**config.mk**
```make
export PLATFORM = sky130hd
export DESIGN_NAME = mdu
export DESIGN_NICKNAME = d
export VERILOG_FILES = /design/src/rtl/mdu_pkg.sv /design/src/rtl/mdu_iter.sv /design/src/rtl/mdu.sv
export SDC_FILE = /design/constraint.sdc
export NUM_CORES = 1
export LEC_CHECK = 0
export BUFFER_PORTS_ARGS = -buffer_cell sky130_fd_sc_hd__buf_4
export CAP_MARGIN = 20
export CORE_MARGIN = 1.5
export CORE_UTILIZATION = 40
export CTS_CLUSTER_DIAMETER = 200
export DETAILED_ROUTE_END_ITERATION = 8
export GPL_ROUTABILITY_DRIVEN = 0
export HOLD_SLACK_MARGIN = 0.1
export MAX_ROUTING_LAYER = met4
export PLACE_DENSITY = 0.59
export SETUP_SLACK_MARGIN = 0.5
export SLEW_MARGIN = 15
export SYNTH_ARGS = -nofsm -noshare
export SYNTH_HDL_FRONTEND = slang
export SYNTH_SLANG_ARGS = --single-unit
```
**constraint.sdc**
```tcl
create_clock -name i_clk -period 5.3 [get_ports i_clk]
set_clock_uncertainty 0.15 [all_clocks]
set_input_delay 0.53 -clock i_clk [delete_from_list [all_inputs] [get_ports i_clk]]
set_output_delay 0.53 -clock i_clk [all_outputs]
set_load 0.01 [all_outputs]
```
**src/rtl/mdu_pkg.sv**
```systemverilog
// Shared definitions for the iterative RV32M multiply/divide unit:
// funct3 op encodings, FSM states and operand-signedness decode.
package mdu_pkg;

   typedef enum logic [2:0] {
      OpMul    = 3'd0,
      OpMulh   = 3'd1,
      OpMulhsu = 3'd2,
      OpMulhu  = 3'd3,
      OpDiv    = 3'd4,
      OpDivu   = 3'd5,
      OpRem    = 3'd6,
      OpRemu   = 3'd7
   } op_e;

   typedef enum logic [1:0] {
      StIdle = 2'd0,
      StCalc = 2'd1,
      StDone = 2'd2
   } state_e;

   function automatic logic is_div(input op_e op);
      return op[2];
   endfunction

   function automatic logic is_rem(input op_e op);
      return (op == OpRem) || (op == OpRemu);
   endfunction

   function automatic logic is_signed_rs1(input op_e op);
      return (op == OpMulh) || (op == OpMulhsu) || (op == OpDiv) || (op == OpRem);
   endfunction

   function automatic logic is_signed_rs2(input op_e op);
      return (op == OpMulh) || (op == OpDiv) || (op == OpRem);
   endfunction

endpackage

```
**src/rtl/mdu_iter.sv**
```systemverilog
// Single radix-2 step shared by multiply (shift-add, right shift) and
// divide (restoring shift-subtract, left shift).
module mdu_iter #(
   parameter int unsigned XLEN = 32
) (
   input  logic [2*XLEN-1:0] acc,
   input  logic [XLEN-1:0]   operand,
   input  logic              div_mode,
   output logic [2*XLEN-1:0] acc_next,
   output logic              q_bit
);

   logic [XLEN:0] sum;
   logic [XLEN:0] trial;

   always_comb begin
      sum      = {1'b0, acc[2*XLEN-1:XLEN]} + (acc[0] ? {1'b0, operand} : '0);
      // Shifted partial remainder needs one extra bit; no borrow means it fits.
      trial    = acc[2*XLEN-1:XLEN-1] - {1'b0, operand};
      q_bit    = 1'b0;
      acc_next = '0;
      if (div_mode) begin
         q_bit    = ~trial[XLEN];
         acc_next = {(q_bit ? trial[XLEN-1:0] : acc[2*XLEN-2:XLEN-1]), acc[XLEN-2:0], 1'b0};
      end else begin
         acc_next = {sum, acc[XLEN-1:1]};
      end
   end

endmodule

```
**src/rtl/mdu.sv**
```systemverilog
// Iterative RV32M multiply/divide unit: latches operands on start, runs XLEN
// datapath steps, then applies sign correction while presenting the result.
module mdu
   import mdu_pkg::*;
#(
   parameter int unsigned XLEN = 32
) (
   input  logic            i_clk,
   input  logic            i_rstn,
   input  logic            i_start,
   input  logic            i_kill,
   input  logic [2:0]      i_op,
   input  logic [XLEN-1:0] i_Ra,
   input  logic [XLEN-1:0] i_Rb,
   output logic            o_busy,
   output logic            o_done,
   output logic [XLEN-1:0] o_result,
   output logic            o_Z
);

   localparam int unsigned CntW = $clog2(XLEN + 1);

   state_e              state_q;
   logic [CntW-1:0]     cnt_q;
   op_e                 op_q;
   logic                sa_q, sb_q, special_q;
   logic [2*XLEN-1:0]   acc_q;
   logic [XLEN-1:0]     opb_q, res_q;

   op_e                 start_op;
   logic                sa, sb, div_zero, div_ovf, special;
   logic [XLEN-1:0]     mag_a, mag_b, spec_res, fin;
   logic [2*XLEN-1:0]   iter_acc, acc_step, prod;
   logic                iter_q;

   mdu_iter #(.XLEN(XLEN)) u_iter (
      .acc      (acc_q),
      .operand  (opb_q),
      .div_mode (is_div(op_q)),
      .acc_next (iter_acc),
      .q_bit    (iter_q)
   );

   assign acc_step = iter_acc | {{(2*XLEN-1){1'b0}}, iter_q};

   always_comb begin
      start_op = op_e'(i_op);
      sa       = is_signed_rs1(start_op) & i_Ra[XLEN-1];
      sb       = is_signed_rs2(start_op) & i_Rb[XLEN-1];
      mag_a    = sa ? -i_Ra : i_Ra;
      mag_b    = sb ? -i_Rb : i_Rb;
      div_zero = (i_Rb == '0);
      div_ovf  = ((start_op == OpDiv) || (start_op == OpRem)) &&
                 (i_Ra == {1'b1, {(XLEN-1){1'b0}}}) && (&i_Rb);
      special  = is_div(start_op) && (div_zero || div_ovf);
      if (div_zero) spec_res = is_rem(start_op) ? i_Ra : '1;
      else          spec_res = is_rem(start_op) ? '0 : i_Ra;
   end

   // Sign fix-up of the finished magnitudes, valid while in StDone.
   always_comb begin
      prod = (sa_q ^ sb_q) ? -acc_q : acc_q;
      if (special_q)          fin = acc_q[XLEN-1:0];
      else if (is_div(op_q)) begin
         if (is_rem(op_q))    fin = sa_q ? -acc_q[2*XLEN-1:XLEN] : acc_q[2*XLEN-1:XLEN];
         else                 fin = (sa_q ^ sb_q) ? -acc_q[XLEN-1:0] : acc_q[XLEN-1:0];
      end
      else if (op_q == OpMul) fin = prod[XLEN-1:0];
      else                    fin = prod[2*XLEN-1:XLEN];
   end

   assign o_busy   = (state_q != StIdle);
   assign o_done   = (state_q == StDone) && !i_kill;
   assign o_result = o_done ? fin : res_q;
   assign o_Z      = (o_result == '0);

   always_ff @(posedge i_clk) begin
      if (!i_rstn) begin
         state_q   <= StIdle;
         cnt_q     <= '0;
         op_q      <= OpMul;
         sa_q      <= 1'b0;
         sb_q      <= 1'b0;
         special_q <= 1'b0;
         acc_q     <= '0;
         opb_q     <= '0;
         res_q     <= '0;
      end else begin
         unique case (state_q)
            StIdle: begin
               if (i_start && !i_kill) begin
                  op_q      <= start_op;
                  sa_q      <= sa;
                  sb_q      <= sb;
                  special_q <= special;
                  cnt_q     <= CntW'(XLEN);
                  if (special) begin
                     acc_q   <= {{XLEN{1'b0}}, spec_res};
                     state_q <= StDone;
                  end else begin
                     acc_q   <= {{XLEN{1'b0}}, (is_div(start_op) ? mag_a : mag_b)};
                     opb_q   <= is_div(start_op) ? mag_b : mag_a;
                     state_q <= StCalc;
                  end
               end
            end
            StCalc: begin
               if (i_kill) begin
                  state_q <= StIdle;
                  cnt_q   <= '0;
               end else begin
                  acc_q <= acc_step;
                  cnt_q <= cnt_q - 1'b1;
                  if (cnt_q == CntW'(1)) state_q <= StDone;
               end
            end
            StDone: begin
               state_q <= StIdle;
               cnt_q   <= '0;
               if (!i_kill) res_q <= fin;
            end
            default: state_q <= StIdle;
         endcase
      end
   end

endmodule

```
After elaboration in Yosys (flattened, before gate mapping)
Cells that the tools add are included.
Word-level totals
  bits in registers: 142
  bits in latches: 0
  memory bits (writable): 0
  memory bits (read-only): 0
  output and inout bits: 35
  logic and storage cells: 98
  memories kept: 0
Cells by class
  $add $sub $neg: 8
  multipliers: 0
  div/mod/pow operators: 0
  order comparisons: 0
  eq/ne operators: 14
  shifts and indexed selects: 0
  mux-type cells: 31
  bitwise operators: 7
  reductions and logical operators: 29
Operators with widths (number)
  $mux 32: 17
  $mux 64: 4
  $neg 32->32: 4
  $pmux 64 s2: 1
  $logic_not 32->1: 2
  $neg 64->64: 1
  $or 64x1->64: 1
  $add 32x33->33: 1
  $sub 33x32->33: 1
  $eq 32x32->1 const B: 1
  $reduce_and 32->1: 1
  $pmux 6 s3: 1
  $eq 3x3->1 const B: 5
  $mux 6: 2
  $logic_or 1x1->1: 9
  $mux 2: 4
  $reduce_and 2->1: 4
  $eq 6x1->1 const B: 1
  $reduce_and 3->1: 2
  $sub 6x1->6 const B: 1
  $logic_and 1x1->1: 5
  $ne 2x2->1 const B: 2
  $pmux 2 s2: 1
  $reduce_bool 2->1: 2
  13 further kinds: 16

Logic depth before layout (Yosys ltp)
  word-level depth: 10
  gate-level depth with buffers: 17
  gate-level depth less buffers: 14

By module
From an unflattened synthesis, not the netlist that was laid out.
Unflattened totals
  cell total of the unflattened synthesis: 2392
  area, all modules: 16525.8 um^2
By module, submodules not included
  mdu: instances 1, cells each 1707, area an instance 11845.1 um^2, seq. area each 2842.7 um^2
  mdu_iter: instances 1, cells each 685, area an instance 4680.7 um^2, seq. area each 0.0 um^2

Worst setup path before layout
No wires, ideal clock.
  path kind: reg2out
  start: reg acc_q[33]
  end: out o_Z
  arrival: 4142 ps
  required time: 4620 ps
  slack: 478 ps
  cell stages (with the launch flop): 16
  buffers on the path: 3
  cell sequence: dfxtp_1 -> clkbuf_1 -> inv_1 -> ha_1 -> or4b_4 -> buf_6 -> or4_4 -> buf_6 -> o41ai_4 -> xnor2_1 -> a2111o_1 -> a2111o_1 -> a221o_1 -> nor4_2 -> nand4_1 -> nor4_2
Between the ends
  word-level cells in the longest chain between the ends: 7
RTL lines
  from (decl): RTL line mdu.sv:27  | logic [2*XLEN-1:0] acc_q;
  from (signal assigned): RTL line mdu.sv:98  | acc_q <= {{XLEN{1'b0}}, spec_res};
  from (signal assigned): RTL line mdu.sv:101  | acc_q <= {{XLEN{1'b0}}, (is_div(start_op) ? mag_a : mag_b)};
  from (signal assigned): RTL line mdu.sv:112  | acc_q <= acc_step;
  $neg 64->64 / $neg 32->32 (equally long branches): RTL line mdu.sv:62, mdu.sv:65
  $mux 64 / $mux 32 (equally long branches): RTL line mdu.sv:62, mdu.sv:65
  $mux 32, on equally long branches: RTL line mdu.sv:68, mdu.sv:65
  $mux 32 *: RTL line mdu.sv:64  | else if (is_div(op_q)) begin
  $mux 32 *: RTL line mdu.sv:63  | if (special_q) fin = acc_q[XLEN-1:0];
  $mux 32 *: RTL line mdu.sv:74  | assign o_result = o_done ? fin : res_q;
  $logic_not 32->1 *: RTL line mdu.sv:75  | assign o_Z = (o_result == '0);
  to (decl): RTL line mdu.sv:18  | output logic o_Z
Every way passes the cells marked *; elsewhere a longest branch is shown, timed or not.

Worst setup path after layout
  start: reg acc_q[0]
  end: out o_Z
Between the ends
  word-level cells in the longest chain between the ends: 7
RTL lines (RTL line)
  $neg 64->64 / $neg 32->32 (equally long branches): mdu.sv:62, mdu.sv:66
  $mux 64 / $mux 32 (equally long branches): mdu.sv:62, mdu.sv:66
  $mux 32, on equally long branches: mdu.sv:68, mdu.sv:65
  $mux 32: mdu.sv:64
  $mux 32 *: mdu.sv:63
  $mux 32 *: mdu.sv:74
  $logic_not 32->1 *: mdu.sv:75
Marked as above.

==> flow_summary.ini <==
[setup_path]
path_common_cell = buf_4
arrival_ps = 4220
slowest_delay_ps = 640
cp_slowest_cell = or4_1
cp_max_fo = 11
crit_path_end_kind = output pin
critical_path_required_ps = 4620
critPathKind = reg2out
start_kind = flop
crit_chain = or4_1, nor2_2, buf_4, and4_1, buf_4, nand2_1, o41ai_2, xor2_1, o2111ai_1, nor4_4, nand4_1, nor4_2, buf_4

[clocking]
cts_inserted_buffers = 17
cts.sinks = 142
max-clock-path-buffers = 2
hold_buffers = 0
cts_tree = done
root_buffer = clkbuf_16
cts.clk_slew.worst_paths_ps = 70
clkLatencyLatePin_ps = 460
ctsHtreeMaxLevel = 4

[die]
num_rows = 72
die_h_um = 200
start_util_pct = 40.5
core_sq_um = 38600
io_pins = 106
die-area_sq_um = 40200
die_w_um = 200

[yosys]
syn_area_per_cell_sq_um = 7.08
ys.flop_type = dfxtp_1
async_flop_share_pct = 0
ys_ff_latch = 142
yosys-top-cells-area = dfxtp_1, a21oi_1, ha_1, o21ai_0, nor2_1
synth_warnings = 0
synthesis.area_sq_um = 15600
synthCells = 2205
syn_nets = 2352
ys_types = 83
synth_top_area_cell = dfxtp_1
synth_top_area_share_pct = 18.2
seq_area_frac_synth_pct = 18.2
synth_edf_count = 0

[sta]
slew_headroom_pct = 31.3
slew_viol_final = 0
post-route-period-util_pct = 92.5
setup_ws_ps = 397
min_period_ps = 4900
fmax_mhz = 204
setup_viol_count_final = 0
rsz0062_at_grt = yes
worst_pin_slew_ps = 1030
finalHoldViolations = 0
final.setup.tns_ps = 0
whs_ps = 226

[place]
hpwl_um = 49600
io_buffers = 105
dp_slack_ps = 340
place_area_sq_um = 17000
place_inst = 2744

[layout]
multiInputGateArea_sq_um = 12000
area_growth_pct = 15.3
nNetsFinal = 2411
drive_gt1_share_pct = 14.9
seq_area_sq_um = 2860
final_cells = 2797
fin_util_pct = 46.7
fin_area_sq_um = 18000
fillers = 3939

[route]
vias = 18100
routed_wl_um = 66200
drt_iter0_drc = 2146
wl_per_cell_um = 23.7
viasPerCell = 6.48
dr.pass1.iters = 8
ant_nets = 0
route.detailed.drc = 0

[hold_path]
hold_path.class = in2reg

[grt]
grt_overflow = 0
grt_pass1_vias = 16700
grt.total_usage_pct = 33.1
grt_pass1_wl_um = 101000
grt_max_degree = 79
antenna_found_initial = 2

[pwr]
power.total_mw = 4.24
p_per_area_nw_per_um2 = 235
p_leak_nw = 7.21
peakVddDrop_v = 0.000206

[status]
status = completed

[flow_run]
cap_violations = 0
[layout by cell type (no fill, tap or decap), types with 9 or more instances in the layout]
cell	Yosys	routed
a211o_1	14	14
a211oi_1	27	25
a21o_1	40	40
a21oi_1	207	204
a221o_1	10	10
a221oi_1	16	15
a22oi_1	18	18
a311oi_1	12	11
a31oi_1	57	57
a41oi_1	9	9
and2_1	38	38
and3_1	14	14
buf_4	4	202
clkbuf_16	0	17
dfxtp_1	142	135
ha_1	74	72
inv_1	83	80
mux2_2	19	19
mux2i_1	47	47
nand2_1	156	156
nand2b_1	19	19
nand3_1	44	43
nand4_1	26	26
nor2_1	230	226
nor2b_1	10	10
nor3_1	63	59
nor4_1	29	24
o211ai_1	25	25
o21a_1	18	18
o21ai_0	175	170
o221ai_1	16	16
o31ai_1	36	35
o41ai_1	12	9
or2_2	10	10
or3_1	28	28
or4_1	17	9
or4_4	1	9
xnor2_1	89	88
xor2_1	88	87
[routing by layer]
layer  up-vias  global-route usage, %  share of wire (%)
li1       8267                      -                  -
met1      8446                   43.3                 41
met2      1204                   47.2                 41
met3       219                   7.95                 12
met4         0                   16.8                5.6
met5         -                      -                  0
[what timing repair did]
action	CTS	global route
gates resized for setup	21	36
endpoints found under the setup margin	1	25
setup buffers	11	7
pin swaps	13	8
[power by group]
part	switching (mW)	internal [mW]	total, mW
Clock	0.554	0.708	1.26
Combinational	1.10	0.650	1.75
Sequential	0.0809	1.14	1.22
Total	1.74	2.50	4.24
[synth_stat cells (19+ instances only)]
library cell  instances
a211oi_1             27
nand2_1             156
a31oi_1              57
nor4_1               29
and2_1               38
dfxtp_1             142
xnor2_1              89
mux2i_1              47
nand3_1              44
or3_1                28
inv_1                83
ha_1                 74
nor3_1               63
clkbuf_1            137
a21o_1               40
o31ai_1              36
o211ai_1             25
nor2_1              230
nand4_1              26
o21ai_0             175
nand2b_1             19
xor2_1               88
a21oi_1             207
mux2_2               19
[path summary, 6_finish.rpt]
path,from,to,slack [ps],cells after the start
max,acc_q[0],o_Z,400,13
min,i_op[0],op_q[0],230,3
max reg2reg,acc_q[46],acc_q[36],810,13
min reg2reg,opb_q[15],opb_q[15],310,2
[cell type report]
class / count / share of cell area, %
diodes: 2 / 0.0278
clock buffers: 17 / 2.36
clock inverters: 15 / 0.967
inverters: 85 / 1.77
multi-input cells: 1812 / 66.7
flip-flops and latches: 142 / 15.9
well taps: 518 / 3.60
repair buffers: 206 / 8.69
[cells by family (layout without fill, tap and decap cells)]
group	Yosys count	after routing	share of synthesized area, %
xor gates and xnor gates	177	177	9.94
other	0	2	0
muxes	66	66	4.39
DFF	142	142	18.2
AOI/OAI and AO/OA	767	767	31.8
and+or+nand+nor	726	726	22.9
adders and majority gates	76	76	6.19
buffers and inverters	251	323	6.49
[state kept, by name, summed over array words and instances, names as in the netlist]
register   count
cnt_q          6
acc_q         64
opb_q         32
special_q      1
sa_q           1
state_q        2
sb_q           1
res_q         32
op_q           3
[worst max-delay path, delay by kind of cell, from the launching register on]
family	cells	cell delay [ps]
compound gates	2	520
xor+xnor	1	340
buf+inv	3	560
flops	1	370
simple gates	7	1970
(Power assumes the default switching activity.)
